File: src/rtl/alu_issue_unit.sv
// Sequential issue stage in front of the combinational ALU: registers one request,
// drives the ALU from it and queues result/zero/tag in a small response FIFO.
// Optional illegal-opcode checking is enabled by defining ALU_ISSUE_ERRCHK_EN.
module alu_issue_unit #(
    parameter int DATA_W    = 32,
    parameter int OP_W      = 3,
    parameter int TAG_W     = 4,
    parameter int RSP_DEPTH = 2
) (
    input  logic              clk,
    input  logic              rst_n,
    input  logic              req_valid,
    output logic              req_ready,
    input  logic [OP_W-1:0]   req_op,
    input  logic [DATA_W-1:0] req_a,
    input  logic [DATA_W-1:0] req_b,
    input  logic [TAG_W-1:0]  req_tag,
    output logic [OP_W-1:0]   alu_op,
    output logic [DATA_W-1:0] alu_a,
    output logic [DATA_W-1:0] alu_b,
    input  logic [DATA_W-1:0] alu_result,
    input  logic              alu_zero,
    output logic              rsp_valid,
    input  logic              rsp_ready,
    output logic [DATA_W-1:0] rsp_result,
    output logic              rsp_zero,
    output logic [TAG_W-1:0]  rsp_tag,
    output logic              rsp_err,
    output logic              busy
);

    localparam int PTR_W = (RSP_DEPTH > 1) ? $clog2(RSP_DEPTH) : 1;
    localparam logic [PTR_W:0] DEPTH_C = (PTR_W+1)'(RSP_DEPTH);

    typedef enum logic [1:0] {
        IDLE  = 2'd0,
        EXEC  = 2'd1,
        STALL = 2'd2
    } state_t;

    state_t state_reg, state_next;

    // Held low through reset and for one edge after it so req_ready reads 0 in reset.
    logic run_reg;

    logic [OP_W-1:0]   op_reg;
    logic [DATA_W-1:0] a_reg;
    logic [DATA_W-1:0] b_reg;
    logic [TAG_W-1:0]  tag_reg;

    logic [PTR_W-1:0] wr_ptr_reg;
    logic [PTR_W-1:0] rd_ptr_reg;
    logic [PTR_W:0]   count_reg;

    logic fifo_full;
    logic pop;
    logic capture;
    logic accept;

    logic [DATA_W-1:0] push_result;
    logic              push_zero;
    logic [RSP_DEPTH-1:0] wr_en;

    logic [DATA_W-1:0] res_mem [RSP_DEPTH];
    logic              zero_mem [RSP_DEPTH];
    logic [TAG_W-1:0]  tag_mem [RSP_DEPTH];

    assign fifo_full = (count_reg == DEPTH_C);
    assign pop       = rsp_ready && (count_reg != '0);
    assign capture   = (state_reg != IDLE) && (!fifo_full || pop);
    assign req_ready = run_reg && ((state_reg == IDLE) || capture);
    assign accept    = req_valid && req_ready;

`ifdef ALU_ISSUE_ERRCHK_EN
    logic illegal_op;
    logic push_err;
    logic err_mem [RSP_DEPTH];

    assign illegal_op  = (op_reg == {OP_W{1'b1}});
    assign push_result = illegal_op ? '0 : alu_result;
    assign push_zero   = illegal_op | alu_zero;
    assign push_err    = illegal_op;
`else
    assign push_result = alu_result;
    assign push_zero   = alu_zero;
`endif

    always_ff @(posedge clk or negedge rst_n) begin
        if (!rst_n) begin
            state_reg <= IDLE;
            run_reg   <= 1'b0;
        end else begin
            state_reg <= state_next;
            run_reg   <= 1'b1;
        end
    end

    always_comb begin
        state_next = state_reg;
        case (state_reg)
            IDLE: begin
                if (accept) state_next = EXEC;
            end
            EXEC, STALL: begin
                if (capture) state_next = accept ? EXEC : IDLE;
                else         state_next = STALL;
            end
            default: state_next = IDLE;
        endcase
    end

    // Stage registers double as the ALU drive; cleared whenever the stage empties.
    always_ff @(posedge clk or negedge rst_n) begin
        if (!rst_n) begin
            op_reg  <= '0;
            a_reg   <= '0;
            b_reg   <= '0;
            tag_reg <= '0;
        end else if (accept) begin
            op_reg  <= req_op;
            a_reg   <= req_a;
            b_reg   <= req_b;
            tag_reg <= req_tag;
        end else if (capture) begin
            op_reg  <= '0;
            a_reg   <= '0;
            b_reg   <= '0;
            tag_reg <= '0;
        end
    end

    assign alu_op = op_reg;
    assign alu_a  = a_reg;
    assign alu_b  = b_reg;

    generate
        for (genvar gi = 0; gi < RSP_DEPTH; gi++) begin : g_wr_en
            assign wr_en[gi] = capture && (wr_ptr_reg == PTR_W'(gi));
        end
    endgenerate

    always_ff @(posedge clk) begin
        for (int i = 0; i < RSP_DEPTH; i++) begin
            if (wr_en[i]) begin
                res_mem[i]  <= push_result;
                zero_mem[i] <= push_zero;
                tag_mem[i]  <= tag_reg;
`ifdef ALU_ISSUE_ERRCHK_EN
                err_mem[i]  <= push_err;
`endif
            end
        end
    end

    always_ff @(posedge clk or negedge rst_n) begin
        if (!rst_n) begin
            wr_ptr_reg <= '0;
            rd_ptr_reg <= '0;
            count_reg  <= '0;
        end else begin
            if (capture) wr_ptr_reg <= wr_ptr_reg + 1'b1;
            if (pop)     rd_ptr_reg <= rd_ptr_reg + 1'b1;
            case ({capture, pop})
                2'b10:   count_reg <= count_reg + 1'b1;
                2'b01:   count_reg <= count_reg - 1'b1;
                default: count_reg <= count_reg;
            endcase
        end
    end

    // Head fields are masked while empty so storage contents never leak out.
    assign rsp_valid  = (count_reg != '0);
    assign rsp_result = rsp_valid ? res_mem[rd_ptr_reg] : '0;
    assign rsp_zero   = rsp_valid && zero_mem[rd_ptr_reg];
    assign rsp_tag    = rsp_valid ? tag_mem[rd_ptr_reg] : '0;
`ifdef ALU_ISSUE_ERRCHK_EN
    assign rsp_err    = rsp_valid && err_mem[rd_ptr_reg];
`else
    assign rsp_err    = 1'b0;
`endif

    assign busy = (state_reg != IDLE) || (count_reg != '0);

endmodule

File: config.mk
export PLATFORM = sky130hd
export DESIGN_NAME = alu_issue_unit
export DESIGN_NICKNAME = d
export VERILOG_FILES = /design/src/rtl/alu_issue_unit.sv
export SDC_FILE = /design/constraint.sdc
export NUM_CORES = 1
export LEC_CHECK = 0
export BUFFER_PORTS_ARGS = -buffer_cell sky130_fd_sc_hd__buf_2
export CAP_MARGIN = 10
export CORE_MARGIN = 2
export CORE_UTILIZATION = 40
export CTS_CLUSTER_SIZE = 20
export DETAILED_ROUTE_END_ITERATION = 7
export GPL_TIMING_DRIVEN = 0
export PLACE_DENSITY = 0.67
export SLEW_MARGIN = 20
export SYNTH_ARGS = -nofsm -noshare
export SYNTH_HDL_FRONTEND = slang
export SYNTH_SLANG_ARGS = --single-unit
File: constraint.sdc
create_clock -name clk -period 3.2 [get_ports clk]
set_input_delay 0.32 -clock clk [delete_from_list [all_inputs] [get_ports clk]]
set_output_delay 0.32 -clock clk [all_outputs]
set_load 0.005 [all_outputs]
==> results of run 1 <==
## cells in the mapped netlist (all sizes together)
cell,instances
dfrtp,78
edfxtp,74
a22o,72
nor2,41
mux2i,37
buf,16
clkbuf,9
inv,6
and2,3
ha,3
xnor2,3
conb,2
nand2,2
xor2,2
a21boi,1
a21o,1
a21oi,1
and3,1
nor3b,1
o41ai,1
or4b,1
## path summary, 6_finish.rpt
path                                start        endpoint  slack (ps)  cells past startpoint
max in group asynchronous           rst_n      wr_ptr_reg        2260                      3
min in group asynchronous           rst_n       alu_b[30]         350                      2
max                          count_reg[0]  rsp_result[25]         580                      5
min                        alu_result[28]  res_mem[1][28]          90                      1
min reg2reg                    tag_reg[1]   tag_mem[0][1]         490                      0
max reg2reg                  state_reg[1]        alu_b[3]        1020                      7
## worst register-to-register path, stage by stage, from the launching register on
cell      delay (ps)
dfrtp_1          400
inv_1             60
ha_1             220
a21boi_0         430
a21o_1           130
buf_2            200
clkbuf_1         450
a22o_1           220
## layer usage
metal / vias to the layer above / GRT usage, % / part of all wire, %
met5: - / 0 / 0
met4: 0 / 6.61 / 1.3
met3: 14 / 6.50 / 9.5
met2: 176 / 27.0 / 45
met1: 1871 / 22.7 / 44
li1: 1802 / - / -
## cells by family after synthesis
kind of cell	synth area share, %
AOI/OAI and AO/OA	11.6
and+or+nand+nor	3.59
muxes	6.52
xor gates and xnor gates	0.771
DFF	73.4
buffers and inverters	3.28
adders and majority gates	0.661
other	0.132
## cell type report
type / instances / share of cell area (%)
clock buffers: 23 / 6.57
repair buffers: 218 / 15.2
clock inverters: 9 / 1.08
well taps: 180 / 2.94
inverters: 6 / 0.294
flip-flops and latches: 152 / 54.4
multi-input cells: 172 / 17.4
plain buffers: 25 / 2.14
## power breakdown
group / internal, mW / leakage [nW] / switching (mW) / total (mW)
sequential: 2.70 / 1.70 / 0.240 / 2.94
clock: 1.19 / 0.292 / 0.752 / 1.95
combinational: 1.03 / 1.72 / 1.26 / 2.28
==> run_results.csv, run 1 <==
group,metric,value,unit
grt,grt_pass1_wl,19800,um
critical_path,cp_slowest_cell,"buf_1",
cells_and_area,seq_area,0.00417,mm^2
cells_and_area,postLayoutCellArea,0.00767,mm^2
timing,slew_headroom,48.8,%
cells_and_area,final_common_cell,"buf_2",
power,p_total,7.17,mW
clock_network,cts_buffers,17,
place,port_buffers,214,
floorplanning,rows,43,
timing,setup_ws,576,ps
yosys,synth_cell_types,24,
yosys,syn_avg_cell_area,16.0,um^2
yosys,synth_nets,466,
clock_network,clk_latency,410,ps
timing,fin_worst_skew,7.09,ps
critical_path,crit_path_end_kind,"primary output",
floorplanning,dieArea,0.0152,mm^2
grt,grt_pass1_vias,3885,
power,powerDensity,935,mW/mm^2
clock_network,cts_setup_buffers,0,
timing,finalCritPeriodShare,82.0,%
cells_and_area,layout.nets,703,
floorplanning,design.core.area,0.0139,mm^2
power,vdd.ir_drop.worst,0.370,mV
cells_and_area,antenna_cells,0,
clock_network,clock_sinks,152,
yosys,synth-seq-cells,152,
drt,vias,3863,
run_status,outcome,"completed",
drt,drc,0,
yosys,syn_inst,355,
clock_network,cts_max_level,4,
clock_network,cts.reportedPaths.clkPinSlew,60,ps
drt,wl_per_cell,16.5,um
cells_and_area,final_cell_count_no_fill,785,
timing,setup_violations,0,
yosys,synth_top_area_share,39.1,%
critical_path,crit_type,"flop to primary output",
drt,firstDrtPassIters,4,
critical_path,cp_top_family,"buffers and inverters",
clock_network,cts_root_buf,"clkbuf_16",
critical_path,cpPeakStageDelay,510,ps
worst_hold_path,hold_path.class,"primary input to flop",
power,p_leak,3.72,nW
timing,holdWs,94.8,ps
job,max_cap_viol_count,0,
yosys,yosysSeqAreaShare,73.4,%
cells_and_area,top_register,"res_mem",
floorplanning,initial_core_util,40.9,%
timing,fmax,381,MHz
grt,grt_max_degree,58,
drt,initialDrtViolationCount,204,
cells_and_area,drive_above_1_share,43.5,%
timing,slew_viol_final,0,
yosys,syn_area,0.00568,mm^2
place,gp_congestion,0.703,
clock_network,ctsResizeCount,0,
timing,min_period,2620,ps
floorplanning,fp.dieH,123,um
cells_and_area,fin_util,55.3,%
place,pre_cts_slack,958,ps
yosys,yosysTopAreaCell,"edfxtp_1",
floorplanning,die_w,123,um
yosys,yosys_warnings,0,
timing,finalHoldViolCount,0,
grt,overflow,0,
place,dpl.cell_count,752,
clock_network,postCtsHoldBufs,1,
critical_path,timing.critical_path.mode_cell,"nor2_1",
floorplanning,ios,216,
place,placed_cell_area,0.00707,mm^2
timing,grt_setup_unrepaired,"no",
clock_network,cts_tree,"built",
yosys,synthTopCellsByArea,"edfxtp_1 (39%), dfrtp_1 (34%), a22o_1 (11%), mux2i_1 (6.5%), nor2_1 (2.7%)",
critical_path,worstPathArrival,2300,ps
critical_path,crit_fanout,10,
cells_and_area,largest_reg_flops,64,
clock_network,clock_path_buffers,2,
critical_path,worstPathCellList,"nor2_1, clkbuf_1, buf_1, nor2_1, buf_2",
cells_and_area,area_growth,35.0,%
drt,postRouteWirelength,13000,um
place,place_hpwl,9120,um
cells_and_area,multiInputGateArea,0.00133,mm^2
grt,antenna_found_initial,0,
cells_and_area,layout_common_cells,"buf_2 (218), dfrtp_1 (78), edfxtp_1 (74)",
critical_path,cp_num_buf_inv,3,
drt,antenna_left,0,
timing,tightest_slew,768,ps
grt,track_usage,17.6,%
drt,viasPerCell,4.92,
cells_and_area,fillerInstances,1186,
critical_path,cp-start-kind,"flop",
critical_path,required,2880,ps
timing,tns,0,ps
No activity file was read; power rests on OpenSTA's default activity.
==> run 2, diff against run 1 <==
- PLACE_DENSITY: 0.67 -> 0.7
- clock period: 3.2 -> 2.11 ns (I/O delays scaled with it)
==> run_results.csv, run 2 (synthesized netlist as in run 1, its figures left out) <==
group,metric,value,unit
critical_path,cpPeakStageDelay,490,ps
drt,antenna_left,0,
place,place_hpwl,9310,um
critical_path,worstPathArrival,1820,ps
run_status,outcome,"completed",
place,port_buffers,214,
drt,drc,0,
power,vdd.ir_drop.worst,0.496,mV
grt,antenna_found_initial,0,
floorplanning,die_w,123,um
timing,fmax,493,MHz
cells_and_area,antenna_cells,0,
cells_and_area,top_register,"res_mem",
floorplanning,fp.dieH,123,um
power,p_total,10.9,mW
place,gp_congestion,0.767,
grt,grt_max_degree,59,
timing,tightest_slew,604,ps
timing,grt_setup_unrepaired,"no",
clock_network,cts_tree,"built",
drt,postRouteWirelength,13500,um
drt,viasPerCell,4.85,
critical_path,cp-start-kind,"flop",
critical_path,required,1900,ps
power,powerDensity,1360,mW/mm^2
cells_and_area,area_growth,41.0,%
critical_path,crit_fanout,5,
timing,min_period,2030,ps
critical_path,cp_slowest_cell,"or4b_4",
cells_and_area,final_common_cell,"buf_2",
clock_network,clock_path_buffers,2,
timing,finalHoldViolCount,0,
drt,firstDrtPassIters,4,
clock_network,cts_buffers,17,
cells_and_area,layout.nets,738,
clock_network,cts_root_buf,"clkbuf_16",
timing,slew_viol_final,0,
critical_path,r2r_slack,130,ps
timing,setup_violations,0,
power,p_leak,3.87,nW
drt,wl_per_cell,16.4,um
clock_network,clock_sinks,152,
timing,fin_worst_skew,11.2,ps
job,max_cap_viol_count,0,
grt,overflow,0,
drt,initialDrtViolationCount,209,
cells_and_area,drive_above_1_share,43.3,%
clock_network,clk_latency,420,ps
floorplanning,ios,216,
place,pre_cts_slack,-170,ps
critical_path,worstPathCellList,"inv_1, ha_2, or4b_4, and2_1, buf_2",
grt,grt_pass1_vias,3940,
timing,setup_ws,81.2,ps
floorplanning,initial_core_util,40.9,%
clock_network,cts_setup_buffers,0,
cells_and_area,fillerInstances,1126,
critical_path,crit_type,"flop to primary output",
cells_and_area,largest_reg_flops,64,
clock_network,cts.reportedPaths.clkPinSlew,60,ps
floorplanning,rows,43,
clock_network,cts_max_level,4,
critical_path,crit_path_end_kind,"primary output",
cells_and_area,layout_common_cells,"buf_2 (216), dfrtp_1 (78), edfxtp_1 (74)",
timing,tns,0,ps
floorplanning,dieArea,0.0152,mm^2
grt,grt_pass1_wl,20100,um
drt,vias,3977,
grt,track_usage,17.7,%
floorplanning,design.core.area,0.0139,mm^2
timing,finalCritPeriodShare,96.2,%
timing,slew_headroom,59.6,%
worst_hold_path,hold_path.class,"primary input to flop",
cells_and_area,fin_util,57.7,%
## run 2: cell count changes in the layout (fill, tap and decap cells not counted), sizes merged
cell / before / now
dlygate4sd3: 1 / 36
buf: 233 / 231
clkbuf: 32 / 30
clkinv: 3 / 5
clkinvlp: 1 / 3
bufinv: 1 / 0
nor2: 41 / 42
## run 2: worst max-delay path: cells and delay by family, from the launching register on
| family | cells | cell delay (ps) |
|---|---|---|
| and+or+nand+nor | 2 | 660 |
| adders and majority gates | 1 | 210 |
| DFF | 1 | 370 |
| buffers and inverters | 2 | 180 |
## run 2: metal layers
layer	share of wire (%)	global-route usage (%)	routed length, um	vias to the layer above
li1	-	-	-	1869
met1	43	22.5	5750	1916
met2	48	28.7	6470	181
met3	8.2	6.18	1110	11
met4	0.97	5.33	131	0
met5	0	0	0	-
## run 2: report_power, final
group	switching, mW	internal, mW
logic	1.93	1.61
registers	0.376	4.10
clock network	1.20	1.65
## run 2: final timing paths
kind / start / endpoint / cells past startpoint
hold reg to reg: tag_reg[2] / tag_mem[0][2] / 0
setup / recovery: state_reg[0] / req_ready / 5
hold / removal: req_b[22] / alu_b[22] / 2
max in group asynchronous: rst_n / alu_b[7] / 3
setup reg to reg: state_reg[0] / alu_a[30] / 7
min in group asynchronous: rst_n / alu_a[3] / 2
## run 2: layout make-up
class / instances / area [um^2] / area share (%)
flip-flops and latches: 152 / 4170 / 52.1
repair buffers: 252 / 1480 / 18.5
multi-input cells: 173 / 1350 / 16.9
clock buffers: 20 / 479 / 5.98
well taps: 180 / 225 / 2.81
plain buffers: 25 / 189 / 2.36
clock inverters: 12 / 87.6 / 1.09
inverters: 6 / 22.5 / 0.281
## run 2: metrics by stage
step | hold slack, ps | std cells | cell area, um^2
2_1_floorplan | -84.6 | 355 | 5690
3_3_place_gp | 401 | 749 | 6990
3_5_place_dp | 127 | 751 | 7040
4_1_cts | 0.0746 | 817 | 7970
5_1_grt | 0.408 | 820 | 8010
6_report | 11.7 | 820 | 8010
## run 2: timing repair
| action | in CTS | in global routing |
|---|---|---|
| hold buffers | 33 | 3 |
| gates cloned | 1 | 0 |
| gates resized for setup | 12 | 12 |
| setup endpoints to repair | 88 | 52 |
| endpoints found under the hold margin | 84 | 4 |
==> run 3, diff against run 2 <==
- CELL_PAD_IN_SITES_DETAIL_PLACEMENT: not set -> 1
- CELL_PAD_IN_SITES_GLOBAL_PLACEMENT: not set -> 1
- CORE_UTILIZATION: 40 -> 36
- CTS_BUF_LIST: not set -> sky130_fd_sc_hd__clkbuf_8
- PLACE_DENSITY: 0.7 -> not set
- PLACE_DENSITY_LB_ADDON: not set -> 0.1
==> run_results.csv, run 3 (synthesized netlist as in run 1, its figures left out) <==
group,metric,value,unit
run_status,outcome,"completed",
grt,antenna_found_initial,0,
critical_path,worstPathCellList,"inv_2, ha_4, or4b_4, and2_4, buf_2",
critical_path,cp-start-kind,"flop",
critical_path,required,1900,ps
floorplanning,fp.dieH,130,um
drt,postRouteWirelength,15700,um
clock_network,cts_buffers,17,
critical_path,cp_top_family,"simple AND/OR/NAND/NOR gates",
cells_and_area,drive_above_1_share,39.9,%
clock_network,clock_path_buffers,2,
clock_network,cts_root_buf,"clkbuf_8",
drt,antenna_left,0,
cells_and_area,final_cell_count_no_fill,926,
timing,finalCritPeriodShare,95.9,%
cells_and_area,top_register,"res_mem",
cells_and_area,antenna_cells,0,
power,p_total,10.7,mW
worst_hold_path,hold_path.class,"primary input to flop",
critical_path,crit_type,"flop to primary output",
clock_network,cts.reportedPaths.clkPinSlew,80,ps
clock_network,cts_tree,"built",
floorplanning,ios,216,
drt,drc,0,
cells_and_area,fillerInstances,1591,
critical_path,cp_slowest_cell,"or4b_4",
drt,initialDrtViolationCount,151,
cells_and_area,final_common_cell,"buf_2",
timing,fin_worst_skew,11.6,ps
timing,setup_violations,0,
clock_network,cts_max_level,4,
place,gp_congestion,0.729,
place,placed_cell_area,0.00711,mm^2
floorplanning,rows,45,
drt,viasPerCell,4.68,
drt,firstDrtPassIters,4,
critical_path,worstPathArrival,1810,ps
clock_network,clk_latency,450,ps
cells_and_area,fin_util,56.6,%
floorplanning,initial_core_util,37.1,%
floorplanning,die_w,130,um
critical_path,cp_num_buf_inv,2,
floorplanning,design.core.area,0.0153,mm^2
drt,wl_per_cell,17.0,um
cells_and_area,area_growth,52.5,%
critical_path,cpPeakStageDelay,480,ps
clock_network,clock_sinks,152,
place,port_buffers,214,
timing,grt_setup_unrepaired,"no",
grt,grt_pass1_wl,24700,um
timing,min_period,2020,ps
timing,tightest_slew,539,ps
place,place_hpwl,9880,um
timing,slew_headroom,64.1,%
power,vdd.ir_drop.worst,0.436,mV
drt,vias,4335,
power,powerDensity,1230,mW/mm^2
critical_path,crit_path_end_kind,"primary output",
grt,grt_max_degree,56,
cells_and_area,layout.nets,813,
place,dpl.cell_count,783,
cells_and_area,largest_reg_flops,64,
timing,holdWs,42.4,ps
cells_and_area,postLayoutCellArea,0.00867,mm^2
power,p_leak,4.14,nW
timing,finalHoldViolCount,0,
timing,slew_viol_final,0,
grt,track_usage,19.3,%
timing,fmax,494,MHz
grt,overflow,0,
critical_path,crit_fanout,5,
floorplanning,dieArea,0.0168,mm^2
job,max_cap_viol_count,0,
grt,grt_pass1_vias,4732,
cells_and_area,layout_common_cells,"buf_2 (216), dlygate4sd3_1 (104), dfrtp_1 (78)",
==> run 3: changes by cell type in the layout (fill, tap and decap cells not counted), sizes merged, moves of 3 or more <==
cell,change
dlygate4sd3,+68
buf,+8
bufinv,+4
inv,-4
clkbuf,-3
clkinv,+3
==> run 3: final cells by class <==
| cell class | instances | area, um^2 | area share, % |
|---|---|---|---|
| buffer | 25 | 190 | 2.19 |
| clock buffer | 17 | 234 | 2.70 |
| clock inverter | 15 | 184 | 2.12 |
| inverter | 6 | 22.5 | 0.260 |
| multi-input combinational | 172 | 1350 | 15.6 |
| sequential | 152 | 4170 | 48.2 |
| tap | 211 | 264 | 3.05 |
| timing repair buffer | 328 | 2250 | 26.0 |
==> run 3: final timing paths <==
| check | to | start | cells past startpoint | slack (ps) |
|---|---|---|---|---|
| setup / recovery | req_ready | state_reg[0] | 5 | 90 |
| hold / removal | alu_a[7] | req_a[7] | 2 | 40 |
| setup reg to reg | alu_a[7] | state_reg[0] | 7 | 120 |
| hold reg to reg | tag_mem[0][3] | tag_reg[3] | 0 | 480 |
| max in group asynchronous | count_reg[0] | rst_n | 3 | 1320 |
| min in group asynchronous | alu_a[15] | rst_n | 2 | 200 |
==> run 3: metal layers <==
metal | vias to the layer above | share of wire, % | wire length [um] | track usage, %
met5 | - | 0 | 0 | 0
met4 | 0 | 1.4 | 224 | 6.33
met3 | 20 | 8.1 | 1270 | 7.47
met2 | 178 | 49 | 7780 | 32.6
met1 | 2122 | 41 | 6440 | 22.7
li1 | 2015 | - | - | -
==> run 3: report_power, final <==
part | internal (mW) | switching, mW
clock network | 1.27 | 1.07
registers | 4.09 | 0.383
logic | 1.84 | 2.01
==> run 3: timing repair <==
| action | in CTS | in global routing |
|---|---|---|
| buffers inserted | 0 | 7 |
| hold buffers | 103 | 1 |
| hold endpoints to repair | 164 | 1 |
| resized for setup | 11 | 18 |
| pin swaps | 0 | 3 |
| setup endpoints to repair | 91 | 98 |
==> run 3: per-stage QoR <==
stage,setup WS (ps),TNS (ps)
floorplan,4.37,0
global placement,-673,-32430
detailed placement,-25.4,-852
CTS,1.64,0
global route,8.69,0
finish,86.2,0
